### src/rtl/dmem_arbiter.sv
// Data-memory arbiter between the CPU MEM stage and a host/loader port, with a read-return tag pipe.
// Optional performance counters are built when DMEM_ARB_PERF_EN is defined.
`timescale 1ns/1ps
module dmem_arbiter #(
    parameter int unsigned DW           = 32,
    parameter int unsigned AW           = 32,
    parameter int unsigned RD_LAT       = 1,
    parameter int unsigned MAX_BURST    = 8,
    parameter int unsigned STARVE_LIMIT = 4
) (
    input  logic          clk,
    input  logic          rst,
    input  logic          cpu_req,
    input  logic          cpu_we,
    input  logic [AW-1:0] cpu_addr,
    input  logic [DW-1:0] cpu_wdata,
    output logic          cpu_stall,
    output logic [DW-1:0] cpu_rdata,
    output logic          cpu_rvalid,
    input  logic          host_req,
    input  logic          host_we,
    input  logic          host_lock,
    input  logic [AW-1:0] host_addr,
    input  logic [DW-1:0] host_wdata,
    output logic          host_gnt,
    output logic [DW-1:0] host_rdata,
    output logic          host_rvalid,
`ifdef DMEM_ARB_PERF_EN
    output logic [31:0]   perf_cpu_stall_cnt,
    output logic [31:0]   perf_host_beats,
    output logic [15:0]   perf_forced_gnt,
`endif
    output logic [AW-1:0] mem_addr,
    output logic [DW-1:0] mem_wdata,
    output logic          mem_re,
    output logic          mem_we,
    input  logic [DW-1:0] mem_rdata
);

    localparam int unsigned LW = RD_LAT;
    localparam int unsigned BW = $clog2(MAX_BURST + 1);
    localparam int unsigned SW = $clog2(STARVE_LIMIT + 1);

    typedef enum logic {
        ARB_CPU  = 1'b0,
        ARB_HOST = 1'b1
    } state_t;

    state_t        r_state;
    state_t        w_state_nxt;
    logic [BW-1:0] r_burst_cnt;
    logic [BW-1:0] w_burst_nxt;
    logic [SW-1:0] r_starve_cnt;
    logic [SW-1:0] w_starve_nxt;
    logic          w_cpu_gnt;
    logic          w_host_gnt;
    logic          w_starved;

    logic [LW-1:0] r_tag_vld;
    logic [LW-1:0] r_tag_own;
    logic [LW-1:0] w_tag_vld_in;
    logic [LW-1:0] w_tag_own_in;
    logic          w_tail_in_vld;
    logic          w_tail_in_own;
    logic [DW-1:0] r_cpu_rdata;
    logic [DW-1:0] r_host_rdata;

    assign w_starved = (r_starve_cnt == SW'(STARVE_LIMIT));

    // Grant and next-state; grants are suppressed while reset is asserted so every output reads 0.
    always_comb begin
        w_cpu_gnt   = 1'b0;
        w_host_gnt  = 1'b0;
        w_state_nxt = r_state;
        w_burst_nxt = r_burst_cnt;
        if (rst) begin
            case (r_state)
                ARB_CPU: begin
                    if (host_req && (w_starved || !cpu_req)) begin
                        w_host_gnt = 1'b1;
                    end else begin
                        w_cpu_gnt = cpu_req;
                    end
                    if (w_host_gnt && host_lock) begin
                        w_state_nxt = ARB_HOST;
                        w_burst_nxt = BW'(1);
                    end
                end
                ARB_HOST: begin
                    if (!host_req) begin
                        w_cpu_gnt   = cpu_req;
                        w_state_nxt = ARB_CPU;
                        w_burst_nxt = '0;
                    end else if (cpu_req && (r_burst_cnt == BW'(MAX_BURST))) begin
                        w_cpu_gnt   = 1'b1;
                        w_state_nxt = ARB_CPU;
                        w_burst_nxt = '0;
                    end else begin
                        w_host_gnt = 1'b1;
                        if (cpu_req) begin
                            w_burst_nxt = r_burst_cnt + BW'(1);
                        end
                        if (!host_lock) begin
                            w_state_nxt = ARB_CPU;
                            w_burst_nxt = '0;
                        end
                    end
                end
                default: w_state_nxt = ARB_CPU;
            endcase
        end
    end

    always_comb begin
        w_starve_nxt = r_starve_cnt;
        if (!host_req || w_host_gnt) begin
            w_starve_nxt = '0;
        end else if (!w_starved) begin
            w_starve_nxt = r_starve_cnt + SW'(1);
        end
    end

    always_ff @(posedge clk or negedge rst) begin
        if (!rst) begin
            r_state      <= ARB_CPU;
            r_burst_cnt  <= '0;
            r_starve_cnt <= '0;
        end else begin
            r_state      <= w_state_nxt;
            r_burst_cnt  <= w_burst_nxt;
            r_starve_cnt <= w_starve_nxt;
        end
    end

    assign mem_addr  = w_host_gnt ? host_addr  : (w_cpu_gnt ? cpu_addr  : '0);
    assign mem_wdata = w_host_gnt ? host_wdata : (w_cpu_gnt ? cpu_wdata : '0);
    assign mem_re    = (w_cpu_gnt & ~cpu_we) | (w_host_gnt & ~host_we);
    assign mem_we    = (w_cpu_gnt & cpu_we)  | (w_host_gnt & host_we);
    assign cpu_stall = rst & cpu_req & ~w_cpu_gnt;
    assign host_gnt  = w_host_gnt;

    // mem_rdata is captured on the RD_LAT-th edge after issue, as the tag enters the tail stage.
    assign w_tag_vld_in  = LW'({r_tag_vld, mem_re});
    assign w_tag_own_in  = LW'({r_tag_own, w_host_gnt});
    assign w_tail_in_vld = w_tag_vld_in[LW-1];
    assign w_tail_in_own = w_tag_own_in[LW-1];

    always_ff @(posedge clk or negedge rst) begin
        if (!rst) begin
            r_tag_vld    <= '0;
            r_tag_own    <= '0;
            r_cpu_rdata  <= '0;
            r_host_rdata <= '0;
        end else begin
            r_tag_vld <= w_tag_vld_in;
            r_tag_own <= w_tag_own_in;
            if (w_tail_in_vld && !w_tail_in_own) begin
                r_cpu_rdata <= mem_rdata;
            end
            if (w_tail_in_vld && w_tail_in_own) begin
                r_host_rdata <= mem_rdata;
            end
        end
    end

    assign cpu_rvalid  = r_tag_vld[LW-1] & ~r_tag_own[LW-1];
    assign host_rvalid = r_tag_vld[LW-1] & r_tag_own[LW-1];
    assign cpu_rdata   = r_cpu_rdata;
    assign host_rdata  = r_host_rdata;

`ifdef DMEM_ARB_PERF_EN
    logic        w_forced;
    logic [31:0] r_perf_stall;
    logic [31:0] r_perf_beats;
    logic [15:0] r_perf_forced;

    // A host grant in ARB_CPU while the CPU is requesting can only come from starvation.
    assign w_forced = (r_state == ARB_CPU) & w_host_gnt & cpu_req;

    always_ff @(posedge clk or negedge rst) begin
        if (!rst) begin
            r_perf_stall  <= '0;
            r_perf_beats  <= '0;
            r_perf_forced <= '0;
        end else begin
            r_perf_stall  <= r_perf_stall + 32'(cpu_stall);
            r_perf_beats  <= r_perf_beats + 32'(w_host_gnt);
            r_perf_forced <= r_perf_forced + 16'(w_forced);
        end
    end

    assign perf_cpu_stall_cnt = r_perf_stall;
    assign perf_host_beats    = r_perf_beats;
    assign perf_forced_gnt    = r_perf_forced;
`endif

endmodule
### config.mk
export PLATFORM = sky130hd
export DESIGN_NAME = dmem_arbiter
export DESIGN_NICKNAME = d
export VERILOG_FILES = /design/src/rtl/dmem_arbiter.sv
export SDC_FILE = /design/constraint.sdc
export NUM_CORES = 1
export LEC_CHECK = 0
export ABC_AREA = 1
export CORE_AREA = 4 4 115 117
export DETAILED_ROUTE_END_ITERATION = 8
export DIE_AREA = 0 0 119 121
export PLACE_DENSITY = 0.78
export SYNTH_ARGS = -nofsm -noshare
export SYNTH_HDL_FRONTEND = slang
export SYNTH_SLANG_ARGS = --single-unit
### constraint.sdc
create_clock -name clk -period 2.6 [get_ports clk]
set_input_delay 0.52 -clock clk [delete_from_list [all_inputs] [get_ports clk]]
set_output_delay 0.52 -clock clk [all_outputs]
set_load 0.02 [all_outputs]
==> summary.txt <==
GRT
  – Number of global-route vias before repair: roughly 4800
  – GRT Resource Usage Total: 23.9%
  – Remaining Overflow, GRT: 0
  – First-pass GRT wire length: roughly 27000 µm
  – Largest net degree at the start of global routing: 65
  – Initial antenna violation count: 1

CTS
  – H-tree Lvls: 3
  – Root Buffer: clkbuf_16
  – CTS Buf Count: 9
  – Reg clk slew, reported paths: 60 ps
  – Worst skew pair latency: 330 ps
  – CTS max path bufs: 2
  – CTS tree: yes
  – Clock sink total: 74

Synthesis
  – Top cells by area, synth: dfrtp_1 (47%), nand2_1 (32%), nand3_1 (8.9%), buf_2 (2.3%), buf_6 (1.7%)
  – Flip-flop and latch count after synthesis: 74
  – Mean Syn Cell Area: 7.02 µm²
  – Area leader, netlist: dfrtp_1
  – Number of flops mapped to enable cells by yosys: 0
  – Most common cell in the netlist: nand2_1
  – Synth top area share: between 40 and 50%
  – Post-synthesis sequential area ratio: 46.6%
  – Main synth FF type: dfrtp_1
  – Post-Syn Nets: 737
  – Warnings from Yosys: 0
  – Ys async rst share: 100%
  – Netlist cell types: 25
  – Cells after Synth: 566
  – Synthesized area: 3980 µm²
  – Commonest cells in the netlist: nand2_1 (343), dfrtp_1 (74), nand3_1 (71)

Timing
  – Unrepaired setup endpoints after global routing: true
  – Max-slew violation count: 0
  – Period Utilization, post-route: 99.1%
  – Max Fclk: 0.388 GHz
  – Hold Fails Final Rpt: 0
  – Worst slew pin tran: roughly 800 ps
  – Clk_skew: 11.1 ps
  – Finish-stage setup viols: 0
  – Relative slew slack: 47.9%
  – Clock period minus worst slack: about 2600 ps

Finish
  – Filler Cell Count: 1101
  – Share of cells above drive strength 1: 18.8%
  – Ant diodes: 0
  – Reg area: 1850 µm²
  – Final nets: ~1100
  – Footprint of the multi-input gates: 2010 µm²
  – Final Cell Area: a little under 8000 µm²
  – Post-synthesis to final-layout area growth: 96.0%

Outcome
  – Status: finished, final reports clean

Run
  – Max_cap viols: 0

Place
  – Port bufs: 300
  – Dpl hpwl: 13300 µm
  – Dpl cell area: ~7300 µm²
  – GPL Wtd Cong: 0.900

Pwr
  – Peak supply drop: 0.547 mV
  – Leakage: just under 4 nW
  – Tot Pwr: 5.42 mW
  – Power Density: 695 nW/µm²

Route
  – Routed Antenna Nets: 0
  – Number of DRC markers in iteration 0: 304
  – Final WL: 18100 µm
  – Avg WL per Cell: 17.0 µm
  – Drt via density: 4.62
  – DRC violations left: 0
  – Initial DRT Pass Iterations: 5
  – Via count: roughly 5000

Floorplan
  – Core area: around 12000 µm²
  – Row count: 41
  – Initial core utilization: 32.2%
  – Die Y: approximately 120 µm
  – I/O pin cnt: 301
  – DIE WIDTH: 119 µm
  – Full die area: 14400 µm²

Critical path
  – Slowest cell on crit path: dfrtp_1
  – CP arrival: 2060 ps
  – Worst Path Buf+Inv: 5
  – Worst path max stage delay: about 400 ps
  – CP top delay family: buffers and inverters
  – CP required: 2080 ps
  – CP startpoint kind: register
  – Crit-path cells: inv_2, ha_4, nand3_2, nand2_1, nand2_2, a21oi_4, buf_6, buf_12, clkbuf_16, nand2_4, nand2_2, buf_6
  – Critical path start-end classification: reg -> out
  – Critical Path Sink Type: output pin
  – Peak fanout along the critical path: 6

Hold path
  – Hold Path Class: in -> async
## logic make-up (layout without fill, tap and decap cells)
kind of cell,after synthesis,count (layout),synth area share [%]
buffers and inverters,48,376,6.58
adder cells (fa/ha/maj),4,4,1.26
XOR/XNOR,2,2,0.441
AND/OR/NAND/NOR,430,430,43.8
AO/OA/AOI/OAI,8,8,1.39
flip-flops,74,74,46.6
## stage by stage
step	TNS [ps]	hold slack [ps]	std cells	utilization (%)	worst slack, ps
after floorplan	0	224	566	-	507
final	0	154	1066	63.0	23.9
after CTS	-359	147	1061	62.7	-40.5
after global routing	-1060	161	1066	63.0	-91.9
after global placement	-29340	461	1038	59.0	-516
after detailed placement	-30690	465	1038	59.0	-531
## path summary, 6_finish.rpt
path,start,endpoint,slack [ps],cells past startpoint
worst max-delay path,r_burst_cnt[1],mem_wdata[13],20,12
worst min-delay path,rst,r_state,150,2
worst max register to register,r_burst_cnt[1],cpu_rdata[30],750,11
worst min register to register,host_rdata[1],host_rdata[1],480,2
max in group asynchronous,rst,host_rdata[0],1670,2
min in group clk,host_rdata[1],host_rdata[1],480,2
## state kept, by name, summed over array words and instances (netlist names)
| register | cells |
|---|---|
| cpu_rdata | 32 |
| host_rdata | 32 |
| r_burst_cnt | 4 |
| r_starve_cnt | 3 |
| r_state | 1 |
| r_tag_own | 1 |
| r_tag_vld | 1 |
## placed cells by master, fill, tap and decap left out, types with 10 or more instances in the layout
cell type        Yosys  routed
clkbuf_16            0      10
buf_2               18      28
nand3_1             71      70
buf_6                6      16
dfrtp_1             74      74
buf_4                3      47
nand2_1            343     317
nand2_2              0      15
nand2_4              1      12
clkdlybuf4s50_1      0     229
## per-layer routing
metal,share of wire (%),up-vias,routed length (µm),global-route usage [%]
li1,-,2412,-,-
met1,40,2243,7250,29.6
met3,8.3,38,1500,7.65
met5,0.11,-,20,0
met4,3.3,2,593,8.18
met2,48,227,8760,39.6
## where the power goes
group | leakage [nW] | internal [mW] | switching [mW] | total, mW
clock network | 0.144 | 0.798 | 0.475 | 1.27
logic | 2.89 | 1.20 | 1.28 | 2.47
registers | 0.933 | 1.47 | 0.196 | 1.67
## repair_timing
action / in CTS / in global routing
setup endpoints to repair: 67 / 65
cloned: 3 / 1
hold buffers: 0 / 0
pin swaps: 3 / 15
resized for setup: 267 / 79
setup buffers: 4 / 5
## final cells by class
cell class,count,share of cell area (%)
Clock buffer,11,3.24
Clock inverter,5,0.787
Inverter,15,0.883
Multi-Input combinational cell,444,25.8
Sequential cell,74,23.8
Tap cell,172,2.76
Timing Repair Buffer,345,42.8
Power figures use the tool's default switching activity.
